`src/rtl/key_event_pkg.sv`:
```
// Shared types and constants for the key gesture decoder.
// State encoding, ms timebase derivation and counter width.
package key_event_pkg;

    localparam int MS_W = 16;

    typedef enum logic [2:0] {
        IDLE      = 3'd0,
        PRESS1    = 3'd1,
        WAIT2     = 3'd2,
        PRESS2    = 3'd3,
        LONG_HELD = 3'd4
    } kev_state_e;

    function automatic int cyc_per_ms(input int clk_hz);
        return clk_hz / 1000;
    endfunction

    function automatic int cnt_w(input int n);
        return (n > 1) ? $clog2(n) : 1;
    endfunction

endpackage

```
`src/rtl/ms_tick_gen.sv`:
```
// Millisecond prescaler: one-cycle ms_tick_o on terminal count.
// clr_i restarts the count so a new interval starts from zero.
module ms_tick_gen
    import key_event_pkg::*;
#(
    parameter int CYC_PER_MS = 50000
) (
    input  logic clk,
    input  logic rst_n,
    input  logic clr_i,
    output logic ms_tick_o
);

    localparam int            PW = cnt_w(CYC_PER_MS);
    localparam logic [PW-1:0] TC = PW'(CYC_PER_MS - 1);

    logic [PW-1:0] cnt_q;
    logic [PW-1:0] cnt_d;

    assign ms_tick_o = (cnt_q == TC);

    always_comb begin
        cnt_d = cnt_q + PW'(1);
        if (clr_i || ms_tick_o) begin
            cnt_d = '0;
        end
    end

    always_ff @(posedge clk or negedge rst_n) begin
        if (!rst_n) begin
            cnt_q <= '0;
        end else begin
            cnt_q <= cnt_d;
        end
    end

endmodule

```
`src/rtl/key_event_decoder.sv`:
```
// Classifies debounced key edges into short, double and long presses.
// Define KEY_EVENT_REPEAT_EN to add auto-repeat pulses while held.
module key_event_decoder
    import key_event_pkg::*;
#(
    parameter int CLK_FREQ_HZ = 50000000,
    parameter int LONG_MS     = 1000,
    parameter int DBL_MS      = 300,
    parameter int REPEAT_MS   = 200
) (
    input  logic clk,
    input  logic rst_n,
    input  logic key_press,
    input  logic key_release,
    output logic evt_short,
    output logic evt_double,
    output logic evt_long,
    output logic evt_repeat,
    output logic busy
);

    localparam int              CYC_PER_MS = cyc_per_ms(CLK_FREQ_HZ);
    localparam logic [MS_W-1:0] LONG_LIM   = MS_W'(LONG_MS - 1);
    localparam logic [MS_W-1:0] DBL_LIM    = MS_W'(DBL_MS - 1);
    localparam logic [MS_W-1:0] REP_LIM    = MS_W'(REPEAT_MS - 1);

    kev_state_e      state_q, state_d;
    logic [MS_W-1:0] ms_cnt_q, ms_cnt_d;
    logic [MS_W-1:0] lim;
    logic            ms_tick;
    logic            clr;
    logic            expire;
    logic            press, rel;
    logic            short_q, short_d;
    logic            dbl_q, dbl_d;
    logic            long_q, long_d;
`ifdef KEY_EVENT_REPEAT_EN
    logic            rep_q, rep_d;
`endif

    // Coincident press and release cancel each other out.
    assign press = key_press & ~key_release;
    assign rel   = key_release & ~key_press;

    ms_tick_gen #(
        .CYC_PER_MS (CYC_PER_MS)
    ) u_tick (
        .clk       (clk),
        .rst_n     (rst_n),
        .clr_i     (clr),
        .ms_tick_o (ms_tick)
    );

    always_comb begin
        lim = LONG_LIM;
        case (state_q)
            WAIT2:     lim = DBL_LIM;
            LONG_HELD: lim = REP_LIM;
            default:   lim = LONG_LIM;
        endcase
    end

    // Timeout fires on the tick that would bring ms_cnt up to the limit.
    assign expire = ms_tick && (ms_cnt_q == lim);

    always_comb begin
        state_d = state_q;
        short_d = 1'b0;
        dbl_d   = 1'b0;
        long_d  = 1'b0;
`ifdef KEY_EVENT_REPEAT_EN
        rep_d   = 1'b0;
`endif
        unique case (state_q)
            IDLE: begin
                if (press) state_d = PRESS1;
            end
            PRESS1: begin
                if (rel) begin
                    state_d = WAIT2;
                end else if (expire) begin
                    state_d = LONG_HELD;
                    long_d  = 1'b1;
                end
            end
            WAIT2: begin
                if (press) begin
                    state_d = PRESS2;
                end else if (expire) begin
                    state_d = IDLE;
                    short_d = 1'b1;
                end
            end
            PRESS2: begin
                if (rel) begin
                    state_d = IDLE;
                    dbl_d   = 1'b1;
                end else if (expire) begin
                    state_d = LONG_HELD;
                    dbl_d   = 1'b1;
                end
            end
            LONG_HELD: begin
                if (rel) begin
                    state_d = IDLE;
`ifdef KEY_EVENT_REPEAT_EN
                end else if (expire) begin
                    rep_d = 1'b1;
`endif
                end
            end
            default: state_d = IDLE;
        endcase
    end

`ifdef KEY_EVENT_REPEAT_EN
    assign clr = (state_d != state_q) || rep_d;
`else
    assign clr = (state_d != state_q);
`endif

    always_comb begin
        ms_cnt_d = ms_cnt_q;
        if (clr) begin
            ms_cnt_d = '0;
        end else if (ms_tick && (ms_cnt_q != '1)) begin
            ms_cnt_d = ms_cnt_q + MS_W'(1);
        end
    end

    always_ff @(posedge clk or negedge rst_n) begin
        if (!rst_n) begin
            state_q  <= IDLE;
            ms_cnt_q <= '0;
            short_q  <= 1'b0;
            dbl_q    <= 1'b0;
            long_q   <= 1'b0;
        end else begin
            state_q  <= state_d;
            ms_cnt_q <= ms_cnt_d;
            short_q  <= short_d;
            dbl_q    <= dbl_d;
            long_q   <= long_d;
        end
    end

`ifdef KEY_EVENT_REPEAT_EN
    always_ff @(posedge clk or negedge rst_n) begin
        if (!rst_n) begin
            rep_q <= 1'b0;
        end else begin
            rep_q <= rep_d;
        end
    end

    assign evt_repeat = rep_q;
`else
    assign evt_repeat = 1'b0;
`endif

    assign evt_short  = short_q;
    assign evt_double = dbl_q;
    assign evt_long   = long_q;
    assign busy       = (state_q != IDLE);

endmodule

```
`config.mk`:
```
export PLATFORM = sky130hd
export DESIGN_NAME = key_event_decoder
export DESIGN_NICKNAME = d
export VERILOG_FILES = /design/src/rtl/key_event_pkg.sv /design/src/rtl/ms_tick_gen.sv /design/src/rtl/key_event_decoder.sv
export SDC_FILE = /design/constraint.sdc
export NUM_CORES = 1
export LEC_CHECK = 0
export CORE_ASPECT_RATIO = 0.6
export CORE_MARGIN = 5
export CORE_UTILIZATION = 32
export DETAILED_ROUTE_END_ITERATION = 12
export GPL_TIMING_DRIVEN = 1
export PLACE_DENSITY = 0.57
export RECOVER_POWER = 25
export SLEW_MARGIN = 0
export SYNTH_ARGS = -nofsm -noshare
export SYNTH_HDL_FRONTEND = slang
export SYNTH_SLANG_ARGS = --single-unit
```
`constraint.sdc`:
```
create_clock -name clk -period 2.4 [get_ports clk]
set_input_delay 0.24 -clock clk [delete_from_list [all_inputs] [get_ports clk]]
set_output_delay 0.24 -clock clk [all_outputs]
set_load 0.1 [all_outputs]
```
==> results.txt, run 1 <==
The initial core utilization is 33.67%. The final core area utilization came out at roughly two fifths. Among all flip-flop cells after synthesis, the most frequent one is dfrtp_1. Power spread over the standard cell area amounts to 602.7 mW/mm².

In this run the mean area of a mapped cell was 9.227 µm². The number of buffers inserted for hold repair after clock tree synthesis came out at 0. The largest total area in the synthesized netlist belongs to dfrtp_1. The first-iteration detailed-routing DRC count came out at 133.

The fmax came out at 439.3 MHz. The later pin in the worst-skew pair is clocked with a latency of 0.29 ns. TritonCTS built the clock tree. The proportion of netlist area held by the largest area contributor is 45.40%.

The count of endpoints failing setup in the final report came out at 0. For this design, the sink count on the clock tree is 38. Clock tree synthesis selected as its root buffer the cell clkbuf_8. The worst slew slack as a fraction of its limit came out at -36.74%. The wire length of the first global-routing pass is ~8000 µm. The largest net degree at the start of global routing is 39.

The cell area that synthesis handed to floorplanning was 0.002095 mm². In the final layout, the share of cells above drive strength 1 is ~13%. The overall power of the completed layout is 1.427 mW. The aggregate negative setup slack came out at 0 ns. The floorplan step defined a die boundary enclosing between 0.008 and 0.009 mm². The critical path capture point type is a flip-flop. The number of I/O port buffers came out at 7. Of all nets on the critical path, the largest fanout is 11. In the synthesized netlist the async set-or-reset flop fraction comes to between 90% and 100%.

The number of nets in the final layout came out at 246. STA classifies the critical path startpoint as a flip-flop. The number of global-route vias before repair is 1559.

The residual DRC count came out at 0. The total nets after synthesis came out at approximately 230. In this run the static leakage power is between 0.9 and 1 nW.

The routability congestion estimate from global placement is approximately 0.8. The count of different cell masters after synthesis is 42. Clock-pin slew was measured on the worst setup and hold paths at approximately 0.070 ns. The post-route minimum period came out at 2.276 ns.

The count of nets left with antenna violations after detail routing is 0. The maximum clock skew at final layout is 0.004968 ns. The worst hold path belongs to the class reg -> reg. Global routing used between 10% and 20% of the available tracks. The final number of hold-violating endpoints came out at 0. After synthesis, the cell types taking the most area are dfrtp_1, xnor2_1, nor2_1.

The I/O pin total is 9. The checks that failed: capacitance limit, slew limit. The number of H-tree levels came out at 2. The max-capacitance violation count is 1.

The critical path is of the reg -> reg type. The length of the first detailed-routing pass in iterations is 4. The smallest hold slack came out at roughly 0.5 ns. The signed area change from the synthesized netlist to the final layout is 13.02%. The row count came out at 22. The antenna diode instance count is 0. Dividing the detail-routed wire length by the instance count gives 13.65 µm. In this run, CTS created clock tree buffers numbering 5. For the worst setup path, the data required time is 2.61 ns.

After layout, the worst path uses 94.85% of the clock period. Counting flops and latches in the post-synthesis netlist gives 38. The core area came out at roughly 0.0062 mm². The worst-case vdd ir drop came out at around 0.25 mV.

Detailed placement ended at an HPWL of 3173 µm. The final wirelength came out at 4436 µm. The number of gates resized after CTS is 0. The run finished, with violations left. The sequential element share of the synthesized area came out at 45.40%. The total of warnings raised by yosys is 0.

After detailed routing, the number of vias per cell comes to 5.003. Detailed routing inserted a total of 1626 vias. The number of antenna violations at the first check in global routing came out at 0. The arrival time at the worst endpoint came out at 2.49 ns. The die is a little over 70 µm tall. In this run the deepest clock path goes through 2 buffers. Setup repair after global routing left no endpoint under its margin. From left edge to right edge, the die measures 114.4 µm. The final-report max-slew violation count came out at 39. The actual slew at the worst max-slew pin came out at 2.051 ns. The count of buffers added by post-CTS timing repair for setup came out at 0.

The gate count after technology mapping came out at roughly 230. The remaining global-route overflow came out at 0. In this run, synthesis inferred 0 flip-flops with an integrated enable.
[cell usage in the layout (no fill, tap or decap), drive strengths merged]
cell type       n
clkbuf          8
nor4           11
or3             4
nand3          15
o2111ai         1
o21ai          13
mux2i           1
nor3b           2
inv             4
or3b            1
and3            9
and4            2
a21oi           7
nor3            8
dfrtp          38
xor2           11
a2111oi         1
a31oi           1
nand4b          1
ha              2
or4b            1
clkinv          1
clkdlybuf4s50   2
buf            13
nand2b          1
o31ai           1
nand2          17
nor2           34
xnor2          15
a21o            1
nor2b           3
conb            1
or4             2
nand4           8
a21boi          1
[kinds of logic (layout without fill, tap and decap cells)]
logic type	after synthesis	count (layout)	share of synthesized area [%]
compound gates	26	26	7.766
mux	1	1	0.4779
flops	38	38	45.40
fa+ha+maj	2	2	1.195
buf+inv	14	28	3.464
other cells	1	1	0.1790
xor+xnor	26	26	10.87
simple gates	119	119	30.65
[state kept, by name (all words and copies together), names as in the netlist]
register and flops:
ms_cnt_q 16, u_tick.cnt_q 16, state_q 3, evt_double 1, evt_long 1, evt_short 1
[worst max-delay path, stage by stage (launching register included)]
cell	delay (ns)
dfrtp_1	0.43
or3_1	0.44
or4_4	0.65
or4_1	0.52
a21oi_1	0.15
[stage by stage]
stage,setup slack [ns],area (µm²),instances
after floorplan,0.2749,2095,227
after global placement,0.1735,2277,317
after detailed placement,0.1079,2277,317
after CTS,0.09115,2369,325
after global routing,0.005744,2367,325
final,0.1237,2367,325
[path summary, 6_finish.rpt]
path | start | endpoint | slack, ns | cells after the start
max in group asynchronous | rst_n | ms_cnt_q[2] | 0.69 | 1
min in group asynchronous | rst_n | u_tick.cnt_q[11] | 0.53 | 1
max reg2reg | u_tick.cnt_q[7] | ms_cnt_q[9] | 0.12 | 4
min reg2reg | u_tick.cnt_q[0] | u_tick.cnt_q[0] | 0.49 | 1
max | u_tick.cnt_q[7] | ms_cnt_q[9] | 0.12 | 4
min | u_tick.cnt_q[0] | u_tick.cnt_q[0] | 0.49 | 1
[synth_stat cells, types with 4 or more instances]
cell type and count:
a21oi_1 7, and3_1 8, clkbuf_1 5, dfrtp_1 38, inv_1 4, nand2_1 17
nand3_1 15, nand4_1 8, nor2_1 32, nor3_1 8, nor4_1 7, nor4_2 4
o21ai_0 10, or3_1 4, xnor2_1 15, xor2_1 11
[where the power goes]
group	internal, mW	switching [mW]
clock network	0.232	0.220
logic	0.0925	0.166
registers	0.679	0.0368
total	1.00	0.423
[routing by layer]
layer / vias up / share of wire, % / GRT usage [%]
met5: - / 0 / 0
met3: 5 / 4.7 / 2.237
met1: 766 / 58 / 20.06
met4: 0 / 1.4 / 4.348
met2: 29 / 36 / 14.64
li1: 826 / - / -
[final cells by class]
class / instances / area (µm²)
Inverter: 4 / 15.01
Sequential cell: 38 / 950.9
Clock inverter: 1 / 5.005
Timing Repair Buffer: 16 / 133.9
Tap cell: 84 / 105.1
Multi-Input combinational cell: 175 / 1071
Fill cell: 643 / 3854
Clock buffer: 7 / 86.33
(Power assumes the default switching activity.)
==> run 2: changes to the inputs <==
--- a/config.mk
+++ b/config.mk
@@ -9,6 +9,7 @@
 export CORE_MARGIN = 5
 export CORE_UTILIZATION = 32
 export DETAILED_ROUTE_END_ITERATION = 12
+export GPL_ROUTABILITY_DRIVEN = 0
 export GPL_TIMING_DRIVEN = 1
 export PLACE_DENSITY = 0.57
 export RECOVER_POWER = 25
==> results of run 2 <==
No change in the layout: final DEF, timing and power equal those of run 1.
